<file path="src/rtl/countdown_run_ctrl.sv">
`timescale 1ns/1ps
`default_nettype none
// ============================================================================
// Module   : countdown_run_ctrl
// Brief    : HH:MM countdown run controller: set/run/pause/alarm sequencing
//            with BCD digit editing and per-tick borrow-chain decrement.
// Revision : 1.0 - initial release
// ============================================================================
module countdown_run_ctrl #(
    parameter int TICK_DIV    = 100000000,
    parameter int ALARM_TICKS = 10
) (
    input  logic       clk0,
    input  logic       rst_n,
    input  logic       btn_mode,
    input  logic       btn_inc,
    input  logic       btn_start,
    output logic [1:0] hour_t,
    output logic [3:0] hour_u,
    output logic [2:0] min_t,
    output logic [3:0] min_u,
    output logic [2:0] state,
    output logic [1:0] sel,
    output logic       tick_o,
    output logic       alarm
);

    localparam int c_CNT_W  = (TICK_DIV > 2) ? $clog2(TICK_DIV) : 1;
    localparam int c_ACNT_W = (ALARM_TICKS > 1) ? $clog2(ALARM_TICKS) : 1;
    localparam logic [c_CNT_W-1:0]  c_TICK_LAST  = c_CNT_W'(TICK_DIV - 1);
    localparam logic [c_ACNT_W-1:0] c_ALARM_LAST = c_ACNT_W'(ALARM_TICKS - 1);

    typedef enum logic [2:0] {
        ST_IDLE  = 3'd0,
        ST_SET   = 3'd1,
        ST_RUN   = 3'd2,
        ST_PAUSE = 3'd3,
        ST_ALARM = 3'd4
    } state_t;

    state_t              state_q, state_d;
    logic [1:0]          ht_q, ht_d;
    logic [3:0]          hu_q, hu_d;
    logic [2:0]          mt_q, mt_d;
    logic [3:0]          mu_q, mu_d;
    logic [1:0]          sel_q, sel_d;
    logic [c_CNT_W-1:0]  cnt_q, cnt_d;
    logic [c_ACNT_W-1:0] acnt_q, acnt_d;
    logic                tick_q, tick_d;
    logic                alarm_q;

    logic w_tick;
    logic w_zero;
    logic w_one;

    assign w_tick = ((state_q == ST_RUN) || (state_q == ST_ALARM)) && (cnt_q == c_TICK_LAST);
    assign w_zero = (ht_q == 2'd0) && (hu_q == 4'd0) && (mt_q == 3'd0) && (mu_q == 4'd0);
    assign w_one  = (ht_q == 2'd0) && (hu_q == 4'd0) && (mt_q == 3'd0) && (mu_q == 4'd1);

    always_comb begin
        state_d = state_q;
        ht_d    = ht_q;
        hu_d    = hu_q;
        mt_d    = mt_q;
        mu_d    = mu_q;
        sel_d   = sel_q;
        cnt_d   = '0;
        acnt_d  = acnt_q;
        tick_d  = 1'b0;

        case (state_q)
            ST_IDLE: begin
                sel_d = 2'd0;
                if (btn_start) begin
                    if (!w_zero) state_d = ST_RUN;
                end else if (btn_mode) begin
                    state_d = ST_SET;
                end
            end

            ST_SET: begin
                if (btn_start) begin
                    state_d = w_zero ? ST_IDLE : ST_RUN;
                    sel_d   = 2'd0;
                end else if (btn_mode) begin
                    if (sel_q == 2'd3) begin
                        state_d = ST_IDLE;
                        sel_d   = 2'd0;
                    end else begin
                        sel_d = sel_q + 2'd1;
                    end
                end else if (btn_inc) begin
                    case (sel_q)
                        2'd0: begin
                            ht_d = (ht_q >= 2'd2) ? 2'd0 : ht_q + 2'd1;
                            // Entering the 20s must keep the hour legal (<= 23).
                            if ((ht_q == 2'd1) && (hu_q > 4'd3)) hu_d = 4'd3;
                        end
                        2'd1: hu_d = (((ht_q == 2'd2) && (hu_q >= 4'd3)) || (hu_q >= 4'd9))
                                     ? 4'd0 : hu_q + 4'd1;
                        2'd2: mt_d = (mt_q >= 3'd5) ? 3'd0 : mt_q + 3'd1;
                        default: mu_d = (mu_q >= 4'd9) ? 4'd0 : mu_q + 4'd1;
                    endcase
                end
            end

            ST_RUN: begin
                cnt_d = w_tick ? '0 : cnt_q + c_CNT_W'(1);
                if (btn_start) begin
                    state_d = ST_PAUSE;
                end else if (w_tick && !w_zero) begin
                    tick_d = 1'b1;
                    if (mu_q != 4'd0) begin
                        mu_d = mu_q - 4'd1;
                    end else begin
                        mu_d = 4'd9;
                        if (mt_q != 3'd0) begin
                            mt_d = mt_q - 3'd1;
                        end else begin
                            mt_d = 3'd5;
                            if (hu_q != 4'd0) begin
                                hu_d = hu_q - 4'd1;
                            end else begin
                                hu_d = 4'd9;
                                ht_d = ht_q - 2'd1;
                            end
                        end
                    end
                    if (w_one) begin
                        state_d = ST_ALARM;
                        acnt_d  = '0;
                    end
                end
            end

            ST_PAUSE: begin
                cnt_d = cnt_q;
                if (btn_start) begin
                    state_d = ST_RUN;
                end else if (btn_mode) begin
                    state_d = ST_IDLE;
                end
            end

            ST_ALARM: begin
                cnt_d = w_tick ? '0 : cnt_q + c_CNT_W'(1);
                if (btn_start || btn_mode || btn_inc) begin
                    state_d = ST_IDLE;
                end else if (w_tick) begin
                    if (acnt_q == c_ALARM_LAST) state_d = ST_IDLE;
                    else                        acnt_d  = acnt_q + c_ACNT_W'(1);
                end
            end

            default: begin
                state_d = ST_IDLE;
                sel_d   = 2'd0;
            end
        endcase
    end

    always_ff @(posedge clk0) begin
        if (!rst_n) begin
            state_q <= ST_IDLE;
            ht_q    <= 2'd0;
            hu_q    <= 4'd0;
            mt_q    <= 3'd0;
            mu_q    <= 4'd0;
            sel_q   <= 2'd0;
            cnt_q   <= '0;
            acnt_q  <= '0;
            tick_q  <= 1'b0;
            alarm_q <= 1'b0;
        end else begin
            state_q <= state_d;
            ht_q    <= ht_d;
            hu_q    <= hu_d;
            mt_q    <= mt_d;
            mu_q    <= mu_d;
            sel_q   <= sel_d;
            cnt_q   <= cnt_d;
            acnt_q  <= acnt_d;
            tick_q  <= tick_d;
            alarm_q <= (state_d == ST_ALARM);
        end
    end

    assign hour_t = ht_q;
    assign hour_u = hu_q;
    assign min_t  = mt_q;
    assign min_u  = mu_q;
    assign state  = state_q;
    assign sel    = sel_q;
    assign tick_o = tick_q;
    assign alarm  = alarm_q;

endmodule
`default_nettype wire

</file>
<file path="config.mk">
export PLATFORM = sky130hd
export DESIGN_NAME = countdown_run_ctrl
export DESIGN_NICKNAME = d
export VERILOG_FILES = /design/src/rtl/countdown_run_ctrl.sv
export SDC_FILE = /design/constraint.sdc
export NUM_CORES = 1
export LEC_CHECK = 0
export BUFFER_PORTS_ARGS = -buffer_cell sky130_fd_sc_hd__buf_2
export CAP_MARGIN = 20
export CORE_MARGIN = 1
export CORE_UTILIZATION = 41
export DETAILED_ROUTE_END_ITERATION = 10
export SKIP_CTS_REPAIR_TIMING = 1
export SLEW_MARGIN = 15
export SYNTH_ARGS = -nofsm -noshare
export SYNTH_HDL_FRONTEND = slang
export SYNTH_SLANG_ARGS = --single-unit
</file>
<file path="constraint.sdc">
create_clock -name clk0 -period 4.8 [get_ports clk0]
set_input_delay 0.48 -clock clk0 [delete_from_list [all_inputs] [get_ports clk0]]
set_output_delay 0.48 -clock clk0 [all_outputs]
set_load 0.01 [all_outputs]
</file>
Word level (Yosys, flattened, before mapping)
Index checks and enable logic that the tools add are counted.
{"block": "totals", "reg_bits": 51, "inputBits": 5, "out_inout_bits": 20, "word_cells": 167}
{"block": "classes", "add_sub_neg": 11, "order_cmp": 6, "eq_ne": 31, "muxes": 72, "bitwise": 3, "n_reduce_logical": 34}
{"operator": "two-way mux 4 bit", "count": 24}
{"operator": "two-way mux 3 bit", "count": 23}
{"operator": "case mux 27 bit (2 select lines)", "count": 1}
{"operator": "case mux 4 bit (2 select lines)", "count": 4}
{"operator": "two-way mux 2 bit", "count": 14}
{"operator": "adder 27 x 1 -> 27 bit, second input constant", "count": 1}
{"operator": "equality test 27 bit, second input constant", "count": 1}
{"operator": "two-way mux 27 bit", "count": 1}
{"operator": "inequality test 2 bit, second input constant", "count": 13}
{"operator": "AND reduction 10 bit", "count": 2}
{"operator": "case mux 3 bit (5 select lines)", "count": 1}
{"operator": "AND reduction 7 bit", "count": 2}
{"operator": "adder 4 x 1 -> 4 bit, second input constant", "count": 3}
{"operator": "OR reduction 3 bit", "count": 3}
{"operator": ">= comparator 4 bit, second input constant", "count": 2}
{"operator": "logical AND 1 bit", "count": 8}
{"operator": "zero test 4 bit", "count": 2}
{"operator": "case mux 2 bit (2 select lines)", "count": 2}
{"operator": "AND reduction 8 bit", "count": 1}
{"operator": "nonzero test 4 bit", "count": 2}
{"operator": "subtractor 4 x 1 -> 4 bit, second input constant", "count": 2}
{"operator": "equality test 2 bit, second input constant", "count": 3}
{"operator": "equality test 3 x 2 -> 1 bit, second input constant", "count": 2}
{"operator": "equality test 3 bit, second input constant", "count": 2}
{"operator": "other kinds (26)", "count": 38}

Longest topological paths before layout
Gate-level depths: netlist of the first run.
{"block": "logic_depth", "word_depth": 10, "depth_mapped": 9, "mapped_depth_nobuf": 7}

Worst setup path after synthesis of the first run
No wires, ideal clock.
{"block": "synth_path", "kind": "flip-flop to flip-flop", "from": "register hu_q[0], in the netlist hour_u[0]", "to": "register hu_q[0], in the netlist hour_u[0]", "setup_time_ns": 0.088, "arrival_ns": 2.250, "t_required_ns": 4.712, "slack_ns": 2.462, "path_stages_with_launch": 10, "path_buffers": 2, "synth_period_minus_slack_ns": 2.338, "path_cell_list": "dfxtp_1 inv_1 ha_1 or3b_1 buf_2 o31a_1 and4_1 buf_6 o221a_1 o32ai_2"}
{"block": "synth_via", "elab_chain_cells": 9, "word_cells_on_any_way": 29, "cone_classes": "add/sub: 2; order compare: 3; eq/ne: 2; mux: 11; reduce/logical: 11"}
{"item": "from (decl)", "line_no": "43", "source": "logic [3:0] hu_q, hu_d;"}
{"item": "from (signal assigned)", "line_no": "177", "source": "hu_q <= hu_d;"}
{"item": ">= comparator 4 x 2 -> 1 bit", "line_no": "99", "source": "2'd1: hu_d = (((ht_q == 2'd2) && (hu_q >= 4'd3)) || (hu_q >= 4'd9))"}
{"item": "logical AND 1 bit", "line_no": "99"}
{"item": "logical OR 1 bit", "line_no": "99"}
{"item": "two-way mux 4 bit", "line_no": "100", "source": "? 4'd0 : hu_q + 4'd1;"}
{"item": "case mux 4 bit (2 select lines)", "line_no": "93", "source": "case (sel_q)"}
{"item": "two-way mux 4 bit", "line_no": "92", "source": "end else if (btn_inc) begin"}
{"item": "two-way mux 4 bit", "line_no": "85", "source": "end else if (btn_mode) begin"}
{"item": "two-way mux 4 bit", "line_no": "82", "source": "if (btn_start) begin"}
{"item": "case mux 4 bit (2 select lines)", "line_no": "71", "source": "case (state_q)"}
Parallel ways exist; a longest one is shown, timed or not. The select of a mux whose other input is x is not followed.
A chain may end at the register's enable or synchronous reset.

Final worst setup path of the first run
{"block": "layout_path", "from": "register state_q[1], in the netlist state[1]", "to": "register acnt_q[3]"}
{"block": "layout_via", "elab_chain_cells": 6, "word_cells_on_any_way": 14, "cone_classes": "eq/ne: 8; mux: 1; reduce/logical: 5"}
{"item": "from (decl)", "line_no": "41", "source": "state_t state_q, state_d;"}
{"item": "from (signal assigned)", "line_no": "175", "source": "state_q <= state_d;"}
{"item": "equality test 3 x 2 -> 1 bit / equality test 3 bit (equally long branches)", "line_no": "56, 71"}
{"item": "logical OR 1 bit", "line_no": "56", "source": "assign w_tick = ((state_q == ST_RUN) || (state_q == ST_ALARM)) && (cnt_q == c_TICK_LAST);"}
{"item": "logical AND 1 bit", "line_no": "56"}
{"item": "logical AND 1 bit", "line_no": "111", "source": "end else if (w_tick && !w_zero) begin"}
{"item": "inequality test 2 x 1 -> 1 bit (no line)"}
{"item": "AND reduction 7 bit (no line)"}
{"item": "to (signal assigned)", "line_no": "182", "source": "acnt_q <= acnt_d;"}
{"item": "to (decl)", "line_no": "48", "source": "logic [c_ACNT_W-1:0] acnt_q, acnt_d;"}
Parallel ways exist; a longest one is shown, timed or not.

==> results.ini, run 1 <==
[drt]
ant_nets=0
drcViolationCount=0
drtIter0Drc=118
via_count=2980
viasPerCell=5.72
wirelength_mm=7.76
drt_first_pass_iters=5
wl_per_cell_um=14.9

[setup_path]
start_kind=register
cp_data_required_time_ps=5010
path_class=register to register
worst_setup_path_end_kind=register
worst-path-max-fanout=22
worstPathArrival_ps=2940

[clock_tree]
clk_pin_slew_ps=100
insertion_delay_ps=310
htree_levels=2
cts_inserted_buffers=5
cts_root_buf=clkbuf_8
clk_path_buf_depth=2
cts_tree=built
cts_sinks=51

[sta]
setup_viol=0
relSlewSlack=0.297
worst_slew_pin_slew_ps=1050
grt_setup_unrepaired=false
tns_ps=0
skew_ps=9.12
drv_slew=0
post-route-period-util=0.568
period_minus_slack_ps=2730
finalHoldViolations=0
setup_slack_ps=2070
fmax_ghz=0.367

[cells_and_area]
layout_common_cells=dfxtp_1, nor2_1, nand2_1, buf_2, ha_1
drive_gt1_frac=0.119
syn_to_final_growth_pct=7.06
final_common_cell=dfxtp_1
antenna_cells=0
fin_nets=445

[floorplan]
fp-row-count=32
die_h_um=92.6
die_x_um=92.6
die-area_sq_um=8580
initial_utilization=0.429
io_pins=25
core_sq_um=7850

[placement]
portBuffers=24
dp_hpwl_mm=5.54
place_ws_ps=2130
gp_congestion=0.823

[job]
cap_violations=0

[yosys]
synth_edf_count=0
synth_top_area_share=0.303
synth_area_leader_cell=dfxtp_1
ys_seq_area_frac=0.303
syn-cell-area_sq_um=3370
synth_top_cells_by_area=dfxtp_1, ha_1, xor2_1
synth_ff_type=dfxtp_1
synthArstFlopShare=0
synth_cell_types=69
synthCells=406
syn_area_per_cell_sq_um=8.29
ys_warn_count=0
synth.net_count=433
synth-seq-cells=51

[power]
ir_drop_mv=0.131
p_leak_nw=1.33
total_power_mw=0.782
power_density_nw_per_um2=217

[grt]
grt_pass1_vias=2818
grtUsageTotal=0.195
antenna_found_initial=0
grt_pass1_wl_mm=13.7
gr-total-overflow=0
grt_start_max_net_pins=27

[outcome]
status=completed

[min_path]
hold_path_class=register to register

critical path, stage by stage (launching register included):
cell and delay [ps]:
dfxtp_1 580, or3b_1 740, nor4_2 370, o22ai_1 200
or3_4 460, o41ai_2 280
area by class of cell:
cell class,count,area [sq um]
multi-input combinational,317,2150
fill,822,4240
inverter,16,60.1
tap,102,128
clock buffer,5,68.8
timing repair buffer,27,146
sequential,51,1020
clock inverter,3,25.0
cells in the mapped netlist, drive strengths merged, types with 4 or more instances:
cell / number
nand2: 32
nor2: 42
o31ai: 4
ha: 22
nor3b: 4
a21oi: 18
o32ai: 5
nand3: 18
nand3b: 6
inv: 16
mux2i: 5
xor2: 20
clkbuf: 10
a31oi: 5
or3b: 5
or3: 5
nand2b: 5
and3: 5
and2: 6
nor4: 4
nand4: 11
nand4b: 6
buf: 11
dfxtp: 51
nor3: 11
o21ai: 24
o211ai: 9
cells by family after synthesis:
logic type	Yosys count	share of synthesized area
XOR/XNOR	23	0.0599
multiplexers	5	0.0149
flip-flops	51	0.303
adder cells (fa/ha/maj)	22	0.0818
AO/OA/AOI/OAI	92	0.193
AND/OR/NAND/NOR	175	0.291
buffers and inverters	38	0.0565
registers in the layout (all words and copies together), names as in the netlist:
signal and cells:
hour_t 2, state 3, min_u 4, hour_u 4, sel 2, alarm 1, cnt_q 27, tick_o 1
min_t 3, acnt_q 4
final timing paths:
| kind | startpoint | end | slack [ps] | depth (start not counted) |
|---|---|---|---|---|
| worst max-delay path | state[1]$_SDFF_PN0_ | acnt_q[3]$_SDFFE_PN0P_ | 2070 | 5 |
| worst min-delay path | cnt_q[1]$_SDFFE_PN0N_ | cnt_q[1]$_SDFFE_PN0N_ | 480 | 2 |
| worst max register to register | state[1]$_SDFF_PN0_ | acnt_q[3]$_SDFFE_PN0P_ | 2070 | 5 |
| worst min register to register | cnt_q[1]$_SDFFE_PN0N_ | cnt_q[1]$_SDFFE_PN0N_ | 480 | 2 |
report_power, final:
part | internal [mW] | switching [mW] | leakage, nW
combinational | 0.0305 | 0.0573 | 0.879
clock | 0.105 | 0.154 | 0.0443
sequential | 0.427 | 0.00873 | 0.411
total | 0.562 | 0.220 | 1.33
routing by layer:
layer  global-route usage  share of wire  vias to the layer above
met1                0.293           0.53                     1404
met5                    0              0                        -
met4               0.0378         0.0054                        0
li1                     -              -                     1514
met3               0.0271          0.030                        4
met2                0.296           0.44                       58
through the flow:
step / utilization / cells / hold slack, ps / cell area, sq um
2_1_floorplan: - / 406 / 449 / 3370
3_3_place_gp: 0.446 / 512 / 459 / 3500
3_5_place_dp: 0.447 / 513 / 467 / 3510
4_1_cts: 0.459 / 521 / 483 / 3600
5_1_grt: 0.459 / 521 / 506 / 3600
6_report: 0.459 / 521 / 481 / 3600
No activity file was read; power rests on OpenSTA's default activity.
==> run 2, diff against run 1 <==
--- a/config.mk
+++ b/config.mk
@@ -5,6 +5,7 @@
 export SDC_FILE = /design/constraint.sdc
 export NUM_CORES = 1
 export LEC_CHECK = 0
+export ABC_AREA = 1
 export BUFFER_PORTS_ARGS = -buffer_cell sky130_fd_sc_hd__buf_2
 export CAP_MARGIN = 20
 export CORE_MARGIN = 1
==> constraint.sdc (replaced) <==
create_clock -name clk0 -period 2.46 [get_ports clk0]
set_input_delay 0.246 -clock clk0 [delete_from_list [all_inputs] [get_ports clk0]]
set_output_delay 0.246 -clock clk0 [all_outputs]
set_load 0.01 [all_outputs]
==> results.ini, run 2 <==
[outcome]
status=completed

[cells_and_area]
syn_to_final_growth_pct=10.3
layout_common_cells=nand2_1, nor2_1, inv_1, dfxtp_1, o21ai_0
fin_nets=567
final_common_cell=nand2_1
largest_reg_flops=27
antenna_cells=0
drive_gt1_frac=0.120
top_register=cnt_q

[setup_path]
start_kind=register
startpoint=cnt_q[0]$_SDFFE_PN0N_
cp_common_cell=nand2_1
path_buf_inv=1
r2r_start=cnt_q[0]$_SDFFE_PN0N_
cpLargestDelayFamily=simple AND/OR/NAND/NOR gates
worst-path-max-fanout=16
worstPathArrival_ps=2270
crit_chain=ha_1 > nand2_1 > nor2_1 > nand2_1 > nor2_1 > nand2_1 > nand2_1 > nand2_1 > nand2_2 > inv_2 > o21ai_0 > a21oi_1
path_class=register to register
worst_setup_path_end_kind=register
cp_data_required_time_ps=2650
cpMaxStageDelayCell=dfxtp_1
timing.critical_path.slowest_cell_delay_ps=390

[grt]
gr-total-overflow=0
grtUsageTotal=0.199
grt_start_max_net_pins=17
antenna_found_initial=0
grt_pass1_wl_mm=14.0
grt_pass1_vias=2989

[placement]
dp_hpwl_mm=6.35
portBuffers=24
gp_congestion=0.902

[floorplan]
die_x_um=93.5
die-area_sq_um=8750
core_sq_um=8180
fp-row-count=33
initial_utilization=0.420
io_pins=25
die_h_um=93.5

[yosys]
synth.most_common_cell=nand2_1
ys_seq_area_frac=0.297
synthCells=511
synth_edf_count=0
synth_common_cells=nand2_1, nor2_1, inv_1
syn_area_per_cell_sq_um=6.72
synth.net_count=538
synth_top_area_share=0.297
synth_area_leader_cell=dfxtp_1
synth-seq-cells=51
synthArstFlopShare=0
synth_cell_types=46
syn-cell-area_sq_um=3440
synth_ff_type=dfxtp_1
ys_warn_count=0
synth_top_cells_by_area=dfxtp_1, nand2_1, nor2_1

[sta]
setup_viol=0
post-route-period-util=0.847
period_minus_slack_ps=2080
tns_ps=0
skew_ps=12.6
relSlewSlack=0.661
hold_ws_ps=276
finalHoldViolations=0
drv_slew=0
grt_setup_unrepaired=false
worst_slew_pin_slew_ps=506
fmax_ghz=0.480

[drt]
wl_per_cell_um=12.8
drt_first_pass_iters=5
via_count=3294
viasPerCell=5.11
drtIter0Drc=153
wirelength_mm=8.28
ant_nets=0
drcViolationCount=0

[power]
power_density_nw_per_um2=805
ir_drop_mv=0.340
total_power_mw=3.05
p_leak_nw=1.57

[clock_tree]
htree_levels=2
clk_pin_slew_ps=100
clk_path_buf_depth=2
insertion_delay_ps=310
cts_tree=built
cts_inserted_buffers=5
cts_sinks=51
cts_root_buf=clkbuf_8

[job]
cap_violations=0

[min_path]
hold_path_class=input pin to register
hold_start=btn_mode

[run 2: cell count changes in the layout (fill, tap and decap cells not counted), moves of 6 or more]
cell,previous run,this run
nand2_1,32,103
inv_1,16,69
nor2_1,42,84
o21ai_0,21,34
xor2_1,20,7
o211ai_1,9,0
nand4b_1,6,0
nor3_1,11,17
[run 2: stage by stage]
step	cells	utilization	area [sq um]	worst slack, ps
after global routing	645	0.464	3790	91.9
after floorplan	511	-	3440	675
after CTS	645	0.464	3790	374
after global placement	638	0.451	3680	408
final	645	0.464	3790	376
after detailed placement	638	0.451	3680	389
[run 2: cells by family after synthesis]
group | after synthesis | share of synthesized area
xor+xnor | 10 | 0.0255
buf+inv | 77 | 0.0859
flops | 51 | 0.297
compound gates | 83 | 0.140
fa+ha+maj | 22 | 0.0801
simple gates | 268 | 0.371
[run 2: layout make-up]
| class | instances | area [sq um] |
|---|---|---|
| Sequential cell | 51 | 1020 |
| Timing Repair Buffer | 27 | 143 |
| Tap cell | 105 | 131 |
| Clock inverter | 2 | 37.5 |
| Fill cell | 828 | 4380 |
| Clock buffer | 5 | 68.8 |
| Multi-Input combinational cell | 383 | 2120 |
| Inverter | 72 | 270 |
[run 2: final timing paths]
path / endpoint / slack (ps) / depth (start not counted)
worst max-delay path: cnt_q[16]$_SDFFE_PN0N_ / 380 / 12
worst min-delay path: state[0]$_SDFF_PN0_ / 280 / 3
worst max register to register: cnt_q[16]$_SDFFE_PN0N_ / 380 / 12
worst min register to register: cnt_q[20]$_SDFFE_PN0N_ / 480 / 2
[run 2: routing by layer]
| metal | up-vias | track usage | share of wire |
|---|---|---|---|
| met2 | 63 | 0.335 | 0.46 |
| li1 | 1720 | - | - |
| met4 | 0 | 0.0436 | 0.0080 |
| met5 | - | 0 | 0 |
| met1 | 1506 | 0.266 | 0.49 |
| met3 | 5 | 0.0317 | 0.039 |
[run 2: worst register-to-register path: stages, from the launching register on]
cell and delay, ps:
dfxtp_1 390, ha_1 190, nand2_1 70, nor2_1 170, nand2_1 80, nor2_1 200
nand2_1 110, nand2_1 130, nand2_1 80, nand2_2 260, inv_2 140, o21ai_0 100
a21oi_1 50
[run 2: where the power goes]
group	switching (mW)	internal, mW
Combinational	0.910	0.492
Clock	0.295	0.298
Sequential	0.130	0.927
Total	1.33	1.72
